==> src/rtl/lane_reorder_collector.sv <==
`default_nettype none
// ============================================================================
//  Module      : lane_reorder_collector
//  Description : Collects result blocks from NUM_LANES parallel processing
//                lanes, each tagged with a sequence ID. Each lane has one
//                holding slot. Blocks are released in strict sequence order
//                through a registered valid/ready output stage. The module
//                also flags ordering/deadlock conditions and stall timeouts.
//  Revision    : 1.0 - initial release
// ============================================================================
module lane_reorder_collector #(
    parameter int BLOCK_WIDTH       = 32,
    parameter int NUM_LANES         = 4,
    parameter int SEQUENCE_ID_WIDTH = 8,
    parameter int TIMEOUT_CYCLES    = 1024
) (
    input  logic                         clk,
    input  logic                         rst_n,
    input  logic [BLOCK_WIDTH-1:0]       lane_data   [NUM_LANES],
    input  logic [SEQUENCE_ID_WIDTH-1:0] lane_seq_id [NUM_LANES],
    input  logic [NUM_LANES-1:0]         lane_valid,
    output logic [NUM_LANES-1:0]         lane_ready,
    output logic [BLOCK_WIDTH-1:0]       data_out,
    output logic [SEQUENCE_ID_WIDTH-1:0] data_out_seq_id,
    output logic                         data_out_valid,
    input  logic                         data_out_ready,
    output logic [SEQUENCE_ID_WIDTH-1:0] expected_seq,
    output logic                         order_err,
    output logic                         timeout_err,
    input  logic                         clear_err
);

    localparam int c_IDX_W = (NUM_LANES > 1) ? $clog2(NUM_LANES) : 1;
    localparam int c_CNT_W = $clog2(TIMEOUT_CYCLES + 1);
    localparam logic [c_CNT_W-1:0] c_TIMEOUT = c_CNT_W'(TIMEOUT_CYCLES);

    // Per-lane holding slots
    logic [NUM_LANES-1:0]         r_hold_valid;
    logic [BLOCK_WIDTH-1:0]       r_hold_data [NUM_LANES];
    logic [SEQUENCE_ID_WIDTH-1:0] r_hold_seq  [NUM_LANES];

    // Output stage and sequencing state
    logic [BLOCK_WIDTH-1:0]       r_out_data;
    logic [SEQUENCE_ID_WIDTH-1:0] r_out_seq;
    logic                         r_out_valid;
    logic [SEQUENCE_ID_WIDTH-1:0] r_expected_seq;
    logic                         r_order_err;
    logic                         r_timeout_err;
    logic [c_CNT_W-1:0]           r_stall_cnt;

    // Combinational decision signals
    logic [NUM_LANES-1:0]         w_match;
    logic                         w_any_match;
    logic                         w_multi_match;
    logic [c_IDX_W-1:0]           w_win_idx;
    logic                         w_out_free;
    logic                         w_load;
    logic                         w_order_set;
    logic                         w_stalling;
    logic [c_CNT_W-1:0]           w_stall_inc;
    logic                         w_timeout_set;

    // A slot matches when it holds the sequence ID due for release next
    always_comb begin
        w_match = '0;
        for (int k = 0; k < NUM_LANES; k++) begin
            w_match[k] = r_hold_valid[k] && (r_hold_seq[k] == r_expected_seq);
        end
    end

    // Lowest-index matching slot wins; scanning downward leaves the lowest
    always_comb begin
        w_win_idx   = '0;
        w_any_match = 1'b0;
        for (int k = NUM_LANES - 1; k >= 0; k--) begin
            if (w_match[k]) begin
                w_win_idx   = c_IDX_W'(k);
                w_any_match = 1'b1;
            end
        end
    end

    // More than one bit set means a duplicate ID is sitting in the slots
    assign w_multi_match = |(w_match & (w_match - NUM_LANES'(1)));
    assign w_out_free    = !r_out_valid || data_out_ready;
    assign w_load        = w_any_match && w_out_free;

    // Every slot occupied with nothing releasable can never make progress
    assign w_order_set   = (&r_hold_valid && !w_any_match) || w_multi_match;

    assign w_stalling    = |r_hold_valid && !w_load;
    assign w_stall_inc   = (r_stall_cnt == c_TIMEOUT) ? c_TIMEOUT
                                                      : r_stall_cnt + c_CNT_W'(1);
    // Fires only on the transition into the saturated value
    assign w_timeout_set = w_stalling && (r_stall_cnt != c_TIMEOUT)
                                      && (w_stall_inc == c_TIMEOUT);

    // Slot capture and release; a slot being released is not refilled that edge
    always_ff @(posedge clk) begin
        if (!rst_n) begin
            r_hold_valid <= '0;
            for (int k = 0; k < NUM_LANES; k++) begin
                r_hold_data[k] <= '0;
                r_hold_seq[k]  <= '0;
            end
        end else begin
            for (int k = 0; k < NUM_LANES; k++) begin
                if (w_load && (w_win_idx == c_IDX_W'(k))) begin
                    r_hold_valid[k] <= 1'b0;
                end else if (lane_valid[k] && !r_hold_valid[k]) begin
                    r_hold_valid[k] <= 1'b1;
                    r_hold_data[k]  <= lane_data[k];
                    r_hold_seq[k]   <= lane_seq_id[k];
                end
            end
        end
    end

    // Output register: load the winner when free, hold while stalled
    always_ff @(posedge clk) begin
        if (!rst_n) begin
            r_out_data  <= '0;
            r_out_seq   <= '0;
            r_out_valid <= 1'b0;
        end else if (w_load) begin
            r_out_data  <= r_hold_data[w_win_idx];
            r_out_seq   <= r_hold_seq[w_win_idx];
            r_out_valid <= 1'b1;
        end else if (data_out_ready) begin
            r_out_valid <= 1'b0;
        end
    end

    // Next ID to release advances on every load and wraps naturally
    always_ff @(posedge clk) begin
        if (!rst_n) begin
            r_expected_seq <= '0;
        end else if (w_load) begin
            r_expected_seq <= r_expected_seq + SEQUENCE_ID_WIDTH'(1);
        end
    end

    // Sticky errors and stall counter; a new set condition beats clear_err
    always_ff @(posedge clk) begin
        if (!rst_n) begin
            r_order_err   <= 1'b0;
            r_timeout_err <= 1'b0;
            r_stall_cnt   <= '0;
        end else begin
            if (w_order_set) begin
                r_order_err <= 1'b1;
            end else if (clear_err) begin
                r_order_err <= 1'b0;
            end

            if (w_timeout_set) begin
                r_timeout_err <= 1'b1;
            end else if (clear_err) begin
                r_timeout_err <= 1'b0;
            end

            if (!w_stalling) begin
                r_stall_cnt <= '0;
            end else if (clear_err && !w_timeout_set) begin
                r_stall_cnt <= '0;
            end else begin
                r_stall_cnt <= w_stall_inc;
            end
        end
    end

    assign lane_ready      = ~r_hold_valid;
    assign data_out        = r_out_data;
    assign data_out_seq_id = r_out_seq;
    assign data_out_valid  = r_out_valid;
    assign expected_seq    = r_expected_seq;
    assign order_err       = r_order_err;
    assign timeout_err     = r_timeout_err;

endmodule
`default_nettype wire

==> config.mk <==
export PLATFORM = sky130hd
export DESIGN_NAME = lane_reorder_collector
export DESIGN_NICKNAME = d
export VERILOG_FILES = /design/src/rtl/lane_reorder_collector.sv
export SDC_FILE = /design/constraint.sdc
export NUM_CORES = 1
export LEC_CHECK = 0
export CORE_UTILIZATION = 25
export DETAILED_ROUTE_END_ITERATION = 8
export GPL_ROUTABILITY_DRIVEN = 0
export HOLD_SLACK_MARGIN = 0.05
export SETUP_SLACK_MARGIN = 0.15
export SYNTH_ARGS = -nofsm -noshare
export SYNTH_HDL_FRONTEND = slang
export SYNTH_SLANG_ARGS = --single-unit
==> constraint.sdc <==
create_clock -name clk -period 4.4 [get_ports clk]
set_input_delay 1.32 -clock clk [delete_from_list [all_inputs] [get_ports clk]]
set_output_delay 1.32 -clock clk [all_outputs]
set_load 0.01 [all_outputs]
# --- After elaboration in Yosys (flattened, before gate mapping) ---
# Memories as Yosys holds them, arrays and structs flattened. A register that Yosys moved wholly into a read port is not among the register bits.
# Index checks and enable logic that the tools add are counted.
word_totals:
  inputBits: 168
  rom_bits: 0
  latchBits: 0
  mem_bits_rw: 160
  mem_count: 2
  regBits: 26
  out_inout_bits: 55
  elab_cells: 117
op_classes:
  n_lt_le_gt_ge: 0
  div_mod_pow: 0
  eq_ne: 10
  multipliers: 0
  shifts: 0
  n_mux: 39
  reduce_logical: 42
  bitwise: 12
  add_sub_neg: 3
mem_list:
  columns: ["memory", "words", "word_bits", "rd", "rd_ports_with_merged_regs", "wr", "line_no", "rtl"]
  rows:
  - ["r_hold_data", 4, 32, 1, 1, 4, "39", "logic [BLOCK_WIDTH-1:0] r_hold_data [NUM_LANES];"]
  - ["r_hold_seq", 4, 8, 5, 1, 4, "40", "logic [SEQUENCE_ID_WIDTH-1:0] r_hold_seq [NUM_LANES];"]
ops:
  columns: ["op", "n"]
  rows:
  - ["32-bit 2-to-1 mux", 4]
  - ["8-bit equality test", 4]
  - ["8-bit 2-to-1 mux", 4]
  - ["1-bit 2-to-1 mux", 26]
  - ["11-bit equality test, second input constant", 2]
  - ["1-bit logical AND", 18]
  - ["11-bit by 1-bit adder with 11-bit output, second input constant", 1]
  - ["11-bit 2-to-1 mux", 1]
  - ["11-bit inequality test, second input constant", 1]
  - ["1-bit zero test", 10]
  - ["8-bit by 1-bit adder with 8-bit output, second input constant", 1]
  - ["2-bit 2-to-1 mux", 4]
  - ["1-bit OR", 8]
  - ["2-bit OR reduction", 4]
  - ["4-bit OR reduction", 2]
  - ["2-bit nonzero test", 3]
  - ["4-bit AND", 1]
  - ["2-bit equality test, second input constant", 2]
  - ["4-bit inverter", 1]
  - ["4-bit AND reduction", 1]
  - ["4-bit by 1-bit subtractor with 4-bit output, second input constant", 1]
  - ["3-bit OR reduction", 1]
  - ["2-bit by 1-bit equality test with 1-bit output, second input constant", 1]
  - ["2-bit zero test", 1]
  - ["other kinds (2)", 4]

# --- Depth between registers and ports, before layout ---
# Gate-level depths: netlist (run 1).
depth:
  ltp_word: 14
  ltp_mapped: 10
  mapped_depth_nobuf: 8

# --- Least setup slack after synthesis (run 1) ---
# Ideal clock, no wire load.
synth_path:
  path_type: "input-to-reg"
  start: "in lane_valid[0]"
  end: "mem r_hold_data[0][0] (enable)"
  required_ns: 3.907
  arrival_time_ns: 4.204
  slack_ns: -0.297
  path_buffers: 0
  setup_time_ns: 0.493
  path_stages: 2
  cell_sequence: "inv_1 o21ai_0"
synth_lines:
  columns: ["element", "line_no", "rtl"]
  rows:
  - ["from (decl)", "21", "input logic [NUM_LANES-1:0] lane_valid,"]
  - ["to (decl)", "39", null]

# --- Worst setup path after layout (run 1) ---
layout_path:
  start: "reg r_expected_seq[0] (netlist: expected_seq[0])"
  end: "reg r_out_data[17] (netlist: data_out[17]) (read register of r_hold_data)"
layout_between:
  elab_chain_cells: 7
  word_cells_on_any_way: 17
  classes_between: "eq/ne: 4; mux: 8; reduce/logical: 5"
layout_rtl:
  columns: ["element", "line_no", "rtl"]
  rows:
  - ["from (decl)", "46", "logic [SEQUENCE_ID_WIDTH-1:0] r_expected_seq;"]
  - ["from (signal assigned)", "139", "r_expected_seq <= r_expected_seq + SEQUENCE_ID_WIDTH'(1);"]
  - ["8-bit equality test", "67", "w_match[k] = r_hold_valid[k] && (r_hold_seq[k] == r_expected_seq);"]
  - ["1-bit logical AND", "67", null]
  - ["1-bit 2-to-1 mux (4 in series)", "76", "if (w_match[k]) begin"]
  - ["1-bit logical AND", "86", "assign w_load = w_any_match && w_out_free;"]
  - ["to (decl)", "43", "logic [BLOCK_WIDTH-1:0] r_out_data;"]
# Several ways; a longest one is shown, not always the timed one.
# A chain may end at the register's enable or synchronous reset.

==> flow_summary.yaml, run 1 <==
outcome:
  status: "finished with violations"
  violations: "DRC"
final_layout:
  fill_cells: 4081
  final_cells: 1697
  area_growth_pct: 34.8
  finalNetCount: 1314
  layout-drive-gt1-share: 0.0851
clock_tree:
  post_cts_resized: 0
  cts_buffers: 27
  postCtsSetupBuffers: 0
  cts.clk_slew.worst_paths_ns: 0.06
  root_buffer: "clkbuf_16"
  postCtsHoldBufs: 0
  cts_sinks: 226
  clkLatencyLatePin_ns: 0.55
  cts_tree: "done"
  htree_levels: 1
  clock_path_buffers: 3
timing:
  fmax_mhz: 297
  min_period_over_period: 0.765
  clock_skew_ns: 0.0164
  maxSlewHeadroom: 0.313
  hold-worst-slack_ns: 0.462
  setup_viol: 0
  fin_crit_ns: 3.37
  hold_viol_final: 0
  tns_ns: 0
  worst_pin_slew_ns: 1.03
  drv_slew: 0
  rsz0062_at_grt: "false"
yosys:
  ys_types: 52
  ys_seq_elements: 226
  synth_fp_nets: 1116
  syn_avg_cell_area_um2: 11.0
  synth-async-reset-ratio: 0
  ys_warn_count: 0
  synth_ff_type: "edfxtp_1"
  ys_seq_area_frac: 0.588
  syn_area_mm2: 0.0104
  synth-edff-count: 160
  synthCells: 945
placement:
  hpwl_mm: 24.9
  dp.cells: 1646
  port-buffer-count: 222
global_routing:
  first_global_vias: 7733
  grt_pass1_wl_mm: 49.9
  grt_overflow: 0
  grt_antenna_before_repair: 3
  grt_max_degree: 51
  grtUsageTotal: 0.160
pwr:
  vdd_drop_max_mv: 0.250
  powerDensity_mw_per_mm2: 383
  power.leakage_nw: 5.02
worst_setup_path:
  critical_path_class: "register to register"
  crit_chain: "xnor2_2 -> nand3_1 -> a41oi_4 -> buf_4 -> o21ai_1 -> a31oi_1"
  crit_fanout: 33
  worst_ep_arrival_time_ns: 3.84
  worst_path_max_delay_cell: "xnor2_2"
  crit_path_start_kind: "register"
  cp_slowest_stage_delay_ns: 0.87
  crit_family: "compound AO/OA/AOI/OAI gates"
  required_ns: 4.87
  crit_buf_inv: 1
  crit_path_end_kind: "register"
detailed_routing:
  viasPerCell: 4.71
  finalWirelength_mm: 34.5
  routedWlPerCell_um: 20.4
  drt_iter0_markers: 552
  postRouteAntennaNets: 0
  vias: 8000
  firstDrtPassIters: 9
  drcViolationCount: 22
floorplanning:
  ios: 223
  die_w_um: 206
  core_area_mm2: 0.0410
  die_area_mm2: 0.0425
  rows: 74
  start_util: 0.254
  die_y_um: 206
job:
  maxCapViolCount: 0
hold_path:
  hp-class: "register to register"
Yosys cell counts (8+ instances only):
library cell | n | area share
and2_1 | 164 | 0.098
edfxtp_1 | 160 | 0.46
nand2_1 | 85 | 0.031
dfxtp_1 | 66 | 0.13
o21ai_0 | 60 | 0.029
a31oi_1 | 47 | 0.028
clkbuf_1 | 46 | 0.017
o21ai_1 | 39 | 0.019
nand3_1 | 32 | 0.015
xnor2_1 | 25 | 0.021
a31o_2 | 19 | 0.016
and4_1 | 18 | 0.015
xor2_1 | 17 | 0.014
buf_2 | 16 | 0.0077
inv_1 | 16 | 0.0058
nand4_1 | 15 | 0.0090
nor2_1 | 14 | 0.0050
o21a_1 | 13 | 0.0094
a21oi_1 | 10 | 0.0048
nor3_1 | 10 | 0.0048
and3_1 | 8 | 0.0048
final cells by class:
cell class                 count  area (um^2)  share of cell area
tap                          532          666              0.0474
multi-input combinational    631         3980               0.283
sequential                   226         6130               0.436
timing repair buffer         241         2360               0.168
antenna                        1         2.50            0.000178
clock buffer                  36          729              0.0519
clock inverter                14          128             0.00908
inverter                      16         60.1             0.00427
placed cells by master, fill, tap and decap left out, types with 10 or more instances in the layout:
| master | n |
|---|---|
| dfxtp_1 | 66 |
| nand2_1 | 85 |
| nand4_1 | 15 |
| buf_4 | 19 |
| xor2_1 | 17 |
| a21oi_1 | 10 |
| o21ai_0 | 56 |
| o21a_1 | 13 |
| a31o_2 | 19 |
| a31oi_1 | 47 |
| inv_1 | 16 |
| and4_1 | 18 |
| xnor2_1 | 24 |
| nand3_1 | 32 |
| and2_1 | 164 |
| edfxtp_1 | 160 |
| nor2_1 | 14 |
| o21ai_1 | 39 |
| clkdlybuf4s50_1 | 221 |
| clkbuf_16 | 27 |
registers in the layout, indices dropped and copies added (netlist names):
name / cells
r_hold_data: 128
data_out: 32
r_hold_seq: 32
r_stall_cnt: 11
data_out_seq_id: 8
expected_seq: 8
r_hold_valid: 4
data_out_valid: 1
order_err: 1
timeout_err: 1
final timing paths:
| check | slack (ns) | end | from | cells past startpoint |
|---|---|---|---|---|
| worst max register to register | 1.03 | data_out[17] | expected_seq[0] | 6 |
| worst min-delay path | 0.46 | timeout_err | timeout_err | 2 |
| worst min register to register | 0.46 | timeout_err | timeout_err | 2 |
| worst max-delay path | 1.03 | data_out[17] | expected_seq[0] | 6 |
per-stage QoR:
| stage | util | instance area, um^2 | setup slack, ns | total power [mW] |
|---|---|---|---|---|
| floorplan | - | 10400 | 0.785 | 2.85 |
| global placement | 0.322 | 13200 | 1.10 | 3.24 |
| detailed placement | 0.322 | 13200 | 1.05 | 3.24 |
| CTS | 0.343 | 14000 | 1.02 | 5.45 |
| global route | 0.343 | 14100 | 0.784 | 5.60 |
| finish | 0.343 | 14100 | 1.03 | 5.39 |
worst reg2reg max path, stage by stage, from the launching register on:
cell and delay [ns]:
dfxtp_1 0.46, xnor2_2 0.88, nand3_1 0.60, a41oi_4 0.64, buf_4 0.44, o21ai_1 0.11
a31oi_1 0.17
where the power goes:
group | internal, mW | leakage, nW | switching [mW]
Combinational | 0.323 | 2.33 | 0.330
Sequential | 2.45 | 2.26 | 0.0923
Clock | 1.28 | 0.425 | 0.907
Total | 4.06 | 5.02 | 1.33
metal layers:
| metal | up-vias | wire length, um | global-route usage |
|---|---|---|---|
| li1 | 3820 | - | - |
| met1 | 3850 | 16600 | 0.237 |
| met2 | 284 | 15000 | 0.240 |
| met3 | 42 | 2290 | 0.0254 |
| met4 | 4 | 640 | 0.0423 |
| met5 | - | 31 | 0 |
kinds of logic (layout without fill, tap and decap cells):
group | after synthesis | count (layout) | synth area share
multiplexers | 2 | 2 | 0.00192
AO/OA/AOI/OAI | 210 | 210 | 0.127
other | 0 | 1 | 0
buffers and inverters | 88 | 307 | 0.0390
flip-flops | 226 | 226 | 0.588
AND/OR/NAND/NOR | 373 | 373 | 0.204
XOR/XNOR | 42 | 42 | 0.0353
adder cells (fa/ha/maj) | 4 | 4 | 0.00456
Note: power is estimated with default switching activity, not from simulation.
==> run 2, diff against run 1 <==
clock period = 2.8 ns   (was 4.4 ns; I/O delays follow)
==> flow_summary.yaml, run 2 (synthesis gave the netlist of run 1 again) <==
placement:
  hpwl_mm: 24.5
  port-buffer-count: 222
  placed_area_mm2: 0.0135
  dp.cells: 1673
pwr:
  power_frac_seq: 0.477
  power_mw: 8.34
  switching_power_mw: 2.08
  internal_power_mw: 6.26
  vdd_drop_max_mv: 0.445
  powerDensity_mw_per_mm2: 581
  power.leakage_nw: 5.17
  p_clk_frac: 0.391
  netSwitchingFraction: 0.249
  comb_power_share: 0.132
floorplanning:
  die_w_um: 206
  ios: 223
  die_area_mm2: 0.0425
  rows: 74
  die_y_um: 206
  core_area_mm2: 0.0410
  start_util: 0.254
worst_setup_path:
  crit_family: "buffers and inverters"
  cp.depth: 1
  crit_chain: "clkdlybuf4s50_1"
  crit_path_start_kind: "register"
  worst_path_max_delay_cell: "clkdlybuf4s50_1"
  cp_slowest_stage_delay_ns: 0.67
  worst_ep_arrival_time_ns: 1.75
  required_ns: 1.96
  crit_path_end_kind: "output port"
  critical_path_class: "register to output port"
  r2r_cells: 7
  crit_buf_inv: 1
  crit_fanout: 6
final_layout:
  mostFrequentLayoutCells: "clkdlybuf4s50_1 (221), and2_1 (164), edfxtp_1 (160)"
  area_growth_pct: 37.7
  final_common_cell: "clkdlybuf4s50_1"
  finalNetCount: 1342
  layout-drive-gt1-share: 0.109
  regMostFlops: "r_hold_data"
  design_area_mm2: 0.0144
  fill_cells: 4095
  final_cells: 1723
  largest_reg_flops: 128
  n_antenna_cell: 0
outcome:
  violations: "DRC"
  status: "finished with violations"
detailed_routing:
  viasPerCell: 4.62
  top_layer: "met4"
  postRouteAntennaNets: 0
  wl_met2_mm: 15.1
  dr_wl_met3_mm: 1.92
  firstDrtPassIters: 6
  finalWirelength_mm: 34.5
  vias: 7956
  drt_iter0_markers: 446
  wirelength_met1_mm: 16.9
  routedWlPerCell_um: 20.0
  drcViolationCount: 26
global_routing:
  grt_overflow: 0
  grt_max_degree: 66
  grtUsageTotal: 0.160
  grt_pass1_wl_mm: 49.8
  first_global_vias: 7813
  grt_antenna_before_repair: 1
job:
  maxCapViolCount: 0
clock_tree:
  clock_path_buffers: 3
  cts_tree: "done"
  cts_buffers: 26
  root_buffer: "clkbuf_16"
  clkLatencyLatePin_ns: 0.56
  htree_levels: 1
  cts_sinks: 226
  cts.clk_slew.worst_paths_ns: 0.06
timing:
  hold-worst-slack_ns: 0.473
  rsz0062_at_grt: "false"
  setup_viol: 0
  fin_crit_ns: 2.59
  fmax_mhz: 386
  worst_pin_slew_ns: 0.639
  min_period_over_period: 0.925
  clock_skew_ns: 0.0269
  tns_ns: 0
  maxSlewHeadroom: 0.574
  drv_slew: 0
  hold_viol_final: 0
hold_path:
  holdPathStages: 2
  hp-class: "register to register"
==> run 2: worst reg2reg max path, stage by stage (launching register included) <==
cell and delay, ns:
dfxtp_1 0.54, xnor2_1 0.14, and4_1 0.19, and3_1 0.28, o41ai_4 0.52, o2111ai_1 0.24, buf_4 0.25, nor3b_1 0.18
==> run 2: worst paths after layout <==
check / startpoint / endpoint / slack (ns)
worst max-delay path: expected_seq[4] / expected_seq[4] / 0.21
worst min-delay path: timeout_err / timeout_err / 0.47
worst max register to register: expected_seq[4] / r_stall_cnt[1] / 0.37
worst min register to register: timeout_err / timeout_err / 0.47
==> run 2: per-layer routing <==
metal,up-vias,global-route usage
met4,0,0.0397
met5,-,0
met1,3818,0.234
li1,3856,-
met2,244,0.243
met3,38,0.0252
==> run 2: power groups by stage <==
| stage | clock [mW] | sequential [mW] | combinational, mW |
|---|---|---|---|
| after floorplan | 0 | 4.03 | 0.446 |
| after global placement | 0 | 4.04 | 1.10 |
| after detailed placement | 0 | 4.05 | 1.10 |
| after CTS | 3.36 | 3.98 | 1.11 |
| after global routing | 3.46 | 4.00 | 1.19 |
| final | 3.26 | 3.98 | 1.10 |
==> run 2: layout make-up <==
cell class	count	area, um^2	area share
multi-input combinational	631	3980	0.277
timing repair buffer	270	2710	0.189
clock inverter	16	111	0.00776
inverter	16	60.1	0.00418
clock buffer	32	694	0.0484
tap	532	666	0.0464
sequential	226	6130	0.427
==> run 2: stage by stage <==
step	setup WS, ns	util
3_5_place_dp	0.200	0.330
3_3_place_gp	0.286	0.330
4_1_cts	0.158	0.349
2_1_floorplan	0.428	-
6_report	0.211	0.350
5_1_grt	0.150	0.350
==> run 2: what timing repair did <==
item	4_1_cts	5_1_grt
resized for setup	2	6
setup buffers	0	2
hold buffers	0	0
endpoints found under the setup margin	2	29
pin swaps	0	1
